--- src/rtl/ws2812_bit_decoder_if.sv ---
// Pixel-side bus of the WS2812B bit decoder: recovered pixel word plus frame/error strobes.
interface ws2812_bit_decoder_if #(
  parameter int IDX_W = 8
);
  logic [23:0]      pixel;
  logic             pixelValid;
  logic [IDX_W-1:0] pixelIdx;
  logic             frameDone;
  logic             err;

  modport master (output pixel, pixelValid, pixelIdx, frameDone, err);
  modport slave  (input  pixel, pixelValid, pixelIdx, frameDone, err);
endinterface

--- src/rtl/ws2812_bit_decoder.sv ---
// WS2812B NZR receiver: pulse-width bit recovery, 24-bit GRB assembly and RET detection.
// Define WS2812_FWD_EN to add chip-style pass-through of the line on dataOut.
module ws2812_bit_decoder #(
  parameter int GLITCH_MAX = 10,
  parameter int ONE_THRESH = 60,
  parameter int HIGH_MAX   = 100,
  parameter int RET_CYCLES = 5000,
  parameter int IDX_W      = 8
) (
  input  logic                  clk,
  input  logic                  reset,
  input  logic                  dataIn,
  output logic                  dataOut,
  ws2812_bit_decoder_if.master  pixBus
);

  localparam int HCW = $clog2(HIGH_MAX + 2);
  localparam int LCW = $clog2(RET_CYCLES + 1);

  typedef enum logic [1:0] {SYNC, IDLE, HIGH, LOW} state_t;

  state_t           state;
  state_t           priorState;
  logic             d1;
  logic             dSync;
  logic [HCW-1:0]   highCnt;
  logic [LCW-1:0]   lowCnt;
  logic [22:0]      shiftReg;
  logic [4:0]       bitCnt;
  logic [IDX_W-1:0] frameCnt;
  logic             bitVal;

  assign bitVal = (highCnt >= HCW'(ONE_THRESH));

  // States track the synchronised line level, so a level change seen in HIGH/LOW is the edge.
  always_ff @(posedge clk or negedge reset) begin
    if (!reset) begin
      d1                <= 1'b0;
      dSync             <= 1'b0;
      state             <= SYNC;
      priorState        <= IDLE;
      highCnt           <= '0;
      lowCnt            <= '0;
      shiftReg          <= '0;
      bitCnt            <= '0;
      frameCnt          <= '0;
      pixBus.pixel      <= '0;
      pixBus.pixelValid <= 1'b0;
      pixBus.pixelIdx   <= '0;
      pixBus.frameDone  <= 1'b0;
      pixBus.err        <= 1'b0;
    end else begin
      d1                <= dataIn;
      dSync             <= d1;
      pixBus.pixelValid <= 1'b0;
      pixBus.frameDone  <= 1'b0;
      pixBus.err        <= 1'b0;
      case (state)
        SYNC: begin
          bitCnt   <= '0;
          shiftReg <= '0;
          if (dSync) begin
            lowCnt <= '0;
          end else if (lowCnt >= LCW'(RET_CYCLES - 1)) begin
            lowCnt <= '0;
            state  <= IDLE;
          end else begin
            lowCnt <= lowCnt + 1'b1;
          end
        end
        IDLE: begin
          bitCnt   <= '0;
          shiftReg <= '0;
          frameCnt <= '0;
          if (dSync) begin
            state      <= HIGH;
            highCnt    <= HCW'(1);
            priorState <= IDLE;
          end
        end
        HIGH: begin
          if (dSync) begin
            if (highCnt >= HCW'(HIGH_MAX)) begin
              pixBus.err <= 1'b1;
              lowCnt     <= '0;
              state      <= SYNC;
            end else begin
              highCnt <= highCnt + 1'b1;
            end
          end else if (highCnt < HCW'(GLITCH_MAX)) begin
            // Glitch: drop the pulse and resume as if it never happened.
            pixBus.err <= 1'b1;
            state      <= priorState;
          end else begin
            state  <= LOW;
            lowCnt <= LCW'(1);
            if (bitCnt == 5'd23) begin
              pixBus.pixel      <= {shiftReg, bitVal};
              pixBus.pixelValid <= 1'b1;
              pixBus.pixelIdx   <= frameCnt;
              bitCnt            <= '0;
              if (frameCnt != '1) frameCnt <= frameCnt + 1'b1;
            end else begin
              shiftReg <= {shiftReg[21:0], bitVal};
              bitCnt   <= bitCnt + 5'd1;
            end
          end
        end
        LOW: begin
          if (dSync) begin
            state      <= HIGH;
            highCnt    <= HCW'(1);
            priorState <= LOW;
          end else if (lowCnt == LCW'(RET_CYCLES)) begin
            pixBus.frameDone <= 1'b1;
            pixBus.err       <= (bitCnt != 5'd0);
            state            <= IDLE;
          end else begin
            lowCnt <= lowCnt + 1'b1;
          end
        end
        default: state <= SYNC;
      endcase
    end
  end

`ifdef WS2812_FWD_EN
  logic fwdActive;

  // Pass-through opens once the first pixel of a frame is consumed and closes at RET or resync.
  always_ff @(posedge clk or negedge reset) begin
    if (!reset) begin
      fwdActive <= 1'b0;
      dataOut   <= 1'b0;
    end else begin
      if (pixBus.frameDone || state == SYNC) fwdActive <= 1'b0;
      else if (pixBus.pixelValid)            fwdActive <= 1'b1;
      dataOut <= fwdActive & dSync;
    end
  end
`else
  assign dataOut = 1'b0;
`endif

endmodule
--- src/flat_wrapper.sv ---
// flat-port wrapper written by rule: the top's interface ports become plain ports
module ws2812_bit_decoder_flat 
#(
  parameter int GLITCH_MAX = 10,
  parameter int ONE_THRESH = 60,
  parameter int HIGH_MAX   = 100,
  parameter int RET_CYCLES = 5000,
  parameter int IDX_W      = 8
)
  (clk, reset, dataIn, dataOut, pixBus_pixel, pixBus_pixelValid, pixBus_pixelIdx, pixBus_frameDone, pixBus_err);
  ws2812_bit_decoder_if #(.IDX_W(IDX_W)) pixBus_i ();
  input  logic clk;
  input  logic reset;
  input  logic dataIn;
  output logic dataOut;
  output wire logic [$bits(pixBus_i.pixel)-1:0] pixBus_pixel;
  output wire logic [$bits(pixBus_i.pixelValid)-1:0] pixBus_pixelValid;
  output wire logic [$bits(pixBus_i.pixelIdx)-1:0] pixBus_pixelIdx;
  output wire logic [$bits(pixBus_i.frameDone)-1:0] pixBus_frameDone;
  output wire logic [$bits(pixBus_i.err)-1:0] pixBus_err;
  assign pixBus_pixel = pixBus_i.pixel;
  assign pixBus_pixelValid = pixBus_i.pixelValid;
  assign pixBus_pixelIdx = pixBus_i.pixelIdx;
  assign pixBus_frameDone = pixBus_i.frameDone;
  assign pixBus_err = pixBus_i.err;
  ws2812_bit_decoder #(.GLITCH_MAX(GLITCH_MAX), .ONE_THRESH(ONE_THRESH), .HIGH_MAX(HIGH_MAX), .RET_CYCLES(RET_CYCLES), .IDX_W(IDX_W)) u_core (.clk(clk), .reset(reset), .dataIn(dataIn), .dataOut(dataOut), .pixBus(pixBus_i));
endmodule
--- config.mk ---
export PLATFORM = sky130hd
export DESIGN_NAME = ws2812_bit_decoder_flat
export DESIGN_NICKNAME = d
export VERILOG_FILES = /design/src/rtl/ws2812_bit_decoder_if.sv /design/src/rtl/ws2812_bit_decoder.sv /design/src/flat_wrapper.sv
export SDC_FILE = /design/constraint.sdc
export NUM_CORES = 1
export LEC_CHECK = 0
export ABC_AREA = 1
export ABC_CLOCK_PERIOD_IN_PS = 2900
export BUFFER_PORTS_ARGS = -buffer_cell sky130_fd_sc_hd__buf_4
export CAP_MARGIN = 20
export CORE_UTILIZATION = 64
export CTS_CLUSTER_SIZE = 16
export DETAILED_ROUTE_END_ITERATION = 16
export GPL_ROUTABILITY_DRIVEN = 0
export PLACE_DENSITY = 0.93
export SETUP_SLACK_MARGIN = 0.5
export SLEW_MARGIN = 10
export SYNTH_ARGS = -nofsm -noshare
export SYNTH_HDL_FRONTEND = slang
export SYNTH_SLANG_ARGS = --single-unit
--- constraint.sdc ---
create_clock -name clk -period 2.9 [get_ports clk]
set_input_delay 0 -clock clk [delete_from_list [all_inputs] [get_ports clk]]
set_output_delay 0 -clock clk [all_outputs]
set_load 0.05 [all_outputs]
* Word level (Yosys, flattened, before mapping) *
Cells that the tools add are included.

word-level totals
  memories = 0
  latch bits = 0
  bits in writable memories = 0
  ROM bits = 0
  output and inout bits = 36
  word-level logic and storage cells = 114
  flip-flop bits (word level) = 97
  input port bits = 3

operators by class
  bitwise gates (word level) = 2
  multipliers = 0
  shift-type cells = 0
  mux-type cells = 50
  equal/unequal tests = 23
  reduce and logical (&&, ||, !) cells = 17
  div/mod/pow operators = 0
  $add $sub $neg = 4
  magnitude comparators = 4

operators with widths
  cell                                                              number
  13-bit two-way mux                                                7
  23-bit two-way mux                                                3
  23-bit one-hot mux with 2 select lines                            1
  13-bit one-hot mux with 3 select lines                            1
  8-bit two-way mux                                                 4
  7-bit two-way mux                                                 3
  2-bit two-way mux                                                 10
  8-bit one-hot mux with 2 select lines                             1
  5-bit two-way mux                                                 3
  5-bit AND reduction                                               3
  2-bit by 1-bit != test with 1-bit output (second input constant)  7
  2-bit != test (second input constant)                             7
  7-bit one-hot mux with 2 select lines                             1
  13-bit by 1-bit adder with 13-bit output (second input constant)  1
  13-bit == test (second input constant)                            1
  13-bit greater-or-equal comparator (second input constant)        1
  1-bit two-way mux                                                 12
  4-bit AND reduction                                               3
  5-bit one-hot mux with 2 select lines                             1
  8-bit by 1-bit adder with 8-bit output (second input constant)    1
  8-bit != test (second input constant)                             1
  2-bit one-hot mux with 4 select lines                             1
  2-bit nonzero test                                                4
  7-bit by 1-bit adder with 7-bit output (second input constant)    1
  other kinds (18)                                                  22

* Longest topological paths before layout *
  depth in word-level cells = 6
  depth in mapped cells = 12

* Worst setup path before layout *
OpenSTA, ideal clock, no wires.

  path type = register -> register
  start = register u_core.state[0]
  end = register u_core.lowCnt[10]
  path slack = 1,150 ps
  cell stages (with the launch flop) = 12
  period minus slack after synthesis = 1,750 ps
  data arrival time = 1,631 ps
  setup time = 120 ps
  path buffers = 1
  cells stage by stage = dfrtp_1 inv_1 ha_1 buf_6 inv_6 nor2_2 nand3_1 nand2_1 nor2_2 nand3_2 inv_1 nor2_1

between the ends
  cells in the longest elaborated chain, start to end = 3
  elaborated cells between the ends (all ways) = 10
  those cells by class = eq/ne (6); mux (1); reduce/logical (3)

RTL lines
  item                                                          RTL line                   text
  from (decl)                                                   ws2812_bit_decoder.sv:22   state_t state;
  from (signal assigned)                                        ws2812_bit_decoder.sv:93   state <= priorState;
  2-bit == test or 2-bit zero test (tied branches)              ws2812_bit_decoder.sv:58   case (state)
  3-bit != test (no source line), or another cell as far along  n/a
  5-bit AND reduction (no source line)                          n/a
  to (signal assigned)                                          ws2812_bit_decoder.sv:68   lowCnt <= lowCnt + 1'b1;
  to (signal assigned)                                          ws2812_bit_decoder.sv:119  lowCnt <= lowCnt + 1'b1;
  to (decl)                                                     ws2812_bit_decoder.sv:27   logic [LCW-1:0] lowCnt;

Several ways; a longest one is shown, not always the timed one.
A chain may end at the register's enable or synchronous reset.

* Final worst setup path *
  start = register u_core.state[0]
  end = register u_core.shiftReg[15]

between the ends
  cells in the longest elaborated chain, start to end = 4
  elaborated cells between the ends (all ways) = 10
  those cells by class = eq/ne (5); mux (1); reduce/logical (4)

RTL lines
  item                                                                         RTL line                   text
  2-bit by 1-bit == test with 1-bit output or 2-bit zero test (tied branches)  ws2812_bit_decoder.sv:58
  2-bit OR reduction (no source line)                                          n/a
  2-bit nonzero test (no source line)                                          n/a
  4-bit AND reduction (no source line)                                         n/a
  to (signal assigned)                                                         ws2812_bit_decoder.sv:104  shiftReg <= {shiftReg[21:0], bitVal};
  to (decl)                                                                    ws2812_bit_decoder.sv:28   logic [22:0] shiftReg;

Several ways; a longest one is shown, not always the timed one.

==> results.toml <==
[run_status]
status = "finished clean"

[grt]
grt_max_degree = 47
grt_util_met2 = 0.464
busiest_layer = "met2"
grt_pass1_vias = 3620
grt_antenna_before_repair = 0
grt_pass1_wl_mm = 16.1
overflow = 0
track_usage = 0.263
globalRouteMet3Util = 0.0485
grtUsageMet1 = 0.334

[sta]
hold_violations = 0
worst_pin_slew_ns = 0.585
fmax_ghz = 0.508
setup_viol = 0
drv_slew = 0
rsz0062_at_grt = "no"
relSlewSlack = 0.610
final.period_utilization = 0.678
clock_skew_ns = 0.0141
holdWs_ns = 0.149
fin_crit_ns = 1.97
tns_ns = 0

[pwr]
pwr_density_cell_mw_per_mm2 = 424
power.leakage_nw = 2.49
ir_worst_vdd_uv = 243

[synthesis]
syn_area_per_cell_um2 = 9.13
ys_seq_elements = 96
syn_inst = 526
ys_seq_area_frac = 0.500
syn_nets = 540
ys_types = 42
syn-cell-area_mm2 = 0.00480
yosysWarnings = 0

[setup_path]
cp.required_ns = 3.18
r2r_start = "u_core.state[0]$_DFFE_PN0P_"
setup.worst_path.start = "u_core.state[0]$_DFFE_PN0P_"
crit_family = "flip-flops"
cpMaxStageDelayCell = "dfrtp_1"
critPathKind = "flop to flop"
path_buf_inv = 3
end_kind = "flop"
cpPeakStageDelay_ns = 0.46
r2r_slack_ns = 0.93
worst_path_most_repeated_cell = "nand2_4"
worstPathCellList = "inv_1 -> ha_1 -> buf_4 -> nand2_4 -> nand2_4 -> inv_4 -> nand3_4 -> o22ai_1"
cp_max_fo = 25
worstRegToRegCells = 8
r2r_end = "u_core.shiftReg[15]$_DFFE_PN0P_"
critPathArrivalTime_ns = 2.25
cp-start-kind = "flop"

[clocking]
ctsHoldBuffers = 2
ctsResizeCount = 0
root_buffer = "clkbuf_8"
postCtsSetupBuffers = 0
h-tree-depth = 3
clkSinkCount = 96
path_clk_slew_ns = 0.11
numCtsBuffers = 9
cts_tree = "yes"
clock_path_buffers = 2
clkLatencyLatePin_ns = 0.37

[layout]
final_util = 0.731
drive_gt1_frac = 0.219
fillCellCount = 491
layout.nets = 580
antennaDiodeCount = 0
synthToLayoutAreaGrowth_pct = 10.4

[route]
viasPerCell = 5.56
drc = 0
wl_per_cell_um = 14.0
finalWirelength_mm = 9.37
first_pass_iters = 5
postRouteAntennaNets = 0
vias = 3725
drt_iter0_drc = 264

[run]
maxCapViolations = 0

[floorplan]
rows = 31
fp.dieH_um = 88.6
die_x_um = 88.6
io_pins = 39
initial_utilization = 0.662
core_area_mm2 = 0.00725
die_area_mm2 = 0.00785

[hold_path]
hold_path.class = "input pin to asynchronous set/reset pin"

[placement]
dp_hpwl_mm = 6.63
io_buffers = 37
-- layout make-up --
type                            count  area (µm²)  share of cell area
Timing Repair Buffer               44         348              0.0656
Inverter                           75         292              0.0550
Clock buffer                        9         124              0.0234
Multi-Input combinational cell    340        1950               0.368
Sequential cell                    96        2400               0.453
Clock inverter                      7        62.6              0.0118
Tap cell                           99         124              0.0234
-- worst register-to-register path: stages, from the launching register on --
cell	delay [ns]
dfrtp_1	0.46
inv_1	0.10
ha_1	0.26
buf_4	0.23
nand2_4	0.12
nand2_4	0.08
inv_4	0.10
nand3_4	0.27
o22ai_1	0.27
-- logic make-up (layout without fill, tap and decap cells) --
logic type | Yosys count | in the layout | synth area share
flops | 96 | 96 | 0.500
other cells | 1 | 1 | 0.000781
simple gates | 224 | 224 | 0.227
xor+xnor | 7 | 7 | 0.0128
buf+inv | 90 | 135 | 0.0938
compound gates | 97 | 97 | 0.137
fa+ha+maj | 11 | 11 | 0.0287
-- how the worst max path moves through the flow --
stage	to	depth (start not counted)	slack [ns]
CTS	u_core.pixBus.pixelIdx[0]$_DFFE_PN0P_	10	0.94
finish	u_core.shiftReg[15]$_DFFE_PN0P_	8	0.93
global route	u_core.lowCnt[3]$_DFFE_PN0P_	11	0.74
detailed placement	u_core.pixBus.pixel[19]$_DFFE_PN0P_	8	0.96
floorplan	u_core.lowCnt[10]$_DFFE_PN0P_	11	1.15
global placement	u_core.pixBus.pixelIdx[3]$_DFFE_PN0P_	8	1.04
-- report_power, final --
group | switching [W] | total (W) | leakage, nW | internal, W
Combinational | 0.0000411 | 0.0000528 | 1.06 | 0.0000118
Clock | 0.000517 | 0.000848 | 0.0980 | 0.000332
Sequential | 0.00000558 | 0.00135 | 1.33 | 0.00134
-- per-stage QoR --
stage	worst slack [ns]	instance area (µm²)	std cells	power, W
3_5_place_dp	0.957	5090	652	0.00143
6_report	0.933	5300	670	0.00225
5_1_grt	0.739	5300	670	0.00232
4_1_cts	0.940	5300	670	0.00226
2_1_floorplan	1.15	4800	526	0.00139
3_3_place_gp	1.04	5090	652	0.00142
-- Yosys cell counts, drive strengths merged --
| cell type | instances | area share |
|---|---|---|
| o31ai | 1 | 0.0016 |
| or2 | 1 | 0.0013 |
| nand3b | 3 | 0.0047 |
| o21bai | 2 | 0.0039 |
| ha | 11 | 0.029 |
| clkinv | 1 | 0.00078 |
| dfrtp | 96 | 0.50 |
| xnor2 | 1 | 0.0018 |
| buf | 15 | 0.033 |
| xor2 | 6 | 0.011 |
| nand2 | 116 | 0.097 |
| conb | 1 | 0.00078 |
| o21a | 2 | 0.0031 |
| nand4 | 8 | 0.012 |
| a32o | 1 | 0.0021 |
| nor3 | 8 | 0.011 |
| a21oi | 18 | 0.020 |
| nand3 | 32 | 0.047 |
| o21ai | 48 | 0.065 |
| inv | 74 | 0.060 |
| nor2 | 56 | 0.054 |
| a31oi | 1 | 0.0026 |
| o22ai | 24 | 0.039 |
-- flip-flops by register name, indices dropped and copies added, names as in the netlist --
| name | flops |
|---|---|
| u_core.pixBus.pixelValid | 1 |
| u_core.pixBus.frameDone | 1 |
| u_core.d1 | 1 |
| u_core.frameCnt | 8 |
| u_core.pixBus.pixelIdx | 8 |
| u_core.priorState | 1 |
| u_core.bitCnt | 5 |
| u_core.shiftReg | 23 |
| u_core.lowCnt | 13 |
| u_core.dSync | 1 |
| u_core.state | 2 |
| u_core.pixBus.err | 1 |
| u_core.highCnt | 7 |
| u_core.pixBus.pixel | 24 |
-- routing by layer --
metal / wire length [µm] / vias to the layer above
met5: 0 / -
met4: 103 / 0
met3: 462 / 11
met2: 4800 / 139
met1: 4000 / 1782
li1: - / 1793
-- cell usage in the layout (no fill, tap or decap), types with 4 or more instances in the layout --
| master | n |
|---|---|
| a21oi_1 | 17 |
| buf_4 | 41 |
| clkbuf_8 | 9 |
| dfrtp_1 | 96 |
| ha_1 | 11 |
| inv_1 | 64 |
| inv_2 | 7 |
| nand2_1 | 110 |
| nand3_1 | 25 |
| nand3_4 | 4 |
| nand4_1 | 7 |
| nor2_1 | 43 |
| nor2_2 | 11 |
| nor3_1 | 7 |
| o21ai_0 | 9 |
| o21ai_1 | 20 |
| o21ai_2 | 19 |
| o22ai_1 | 18 |
| o22ai_2 | 6 |
| xor2_1 | 6 |
Note: power is estimated with default switching activity, not from simulation.
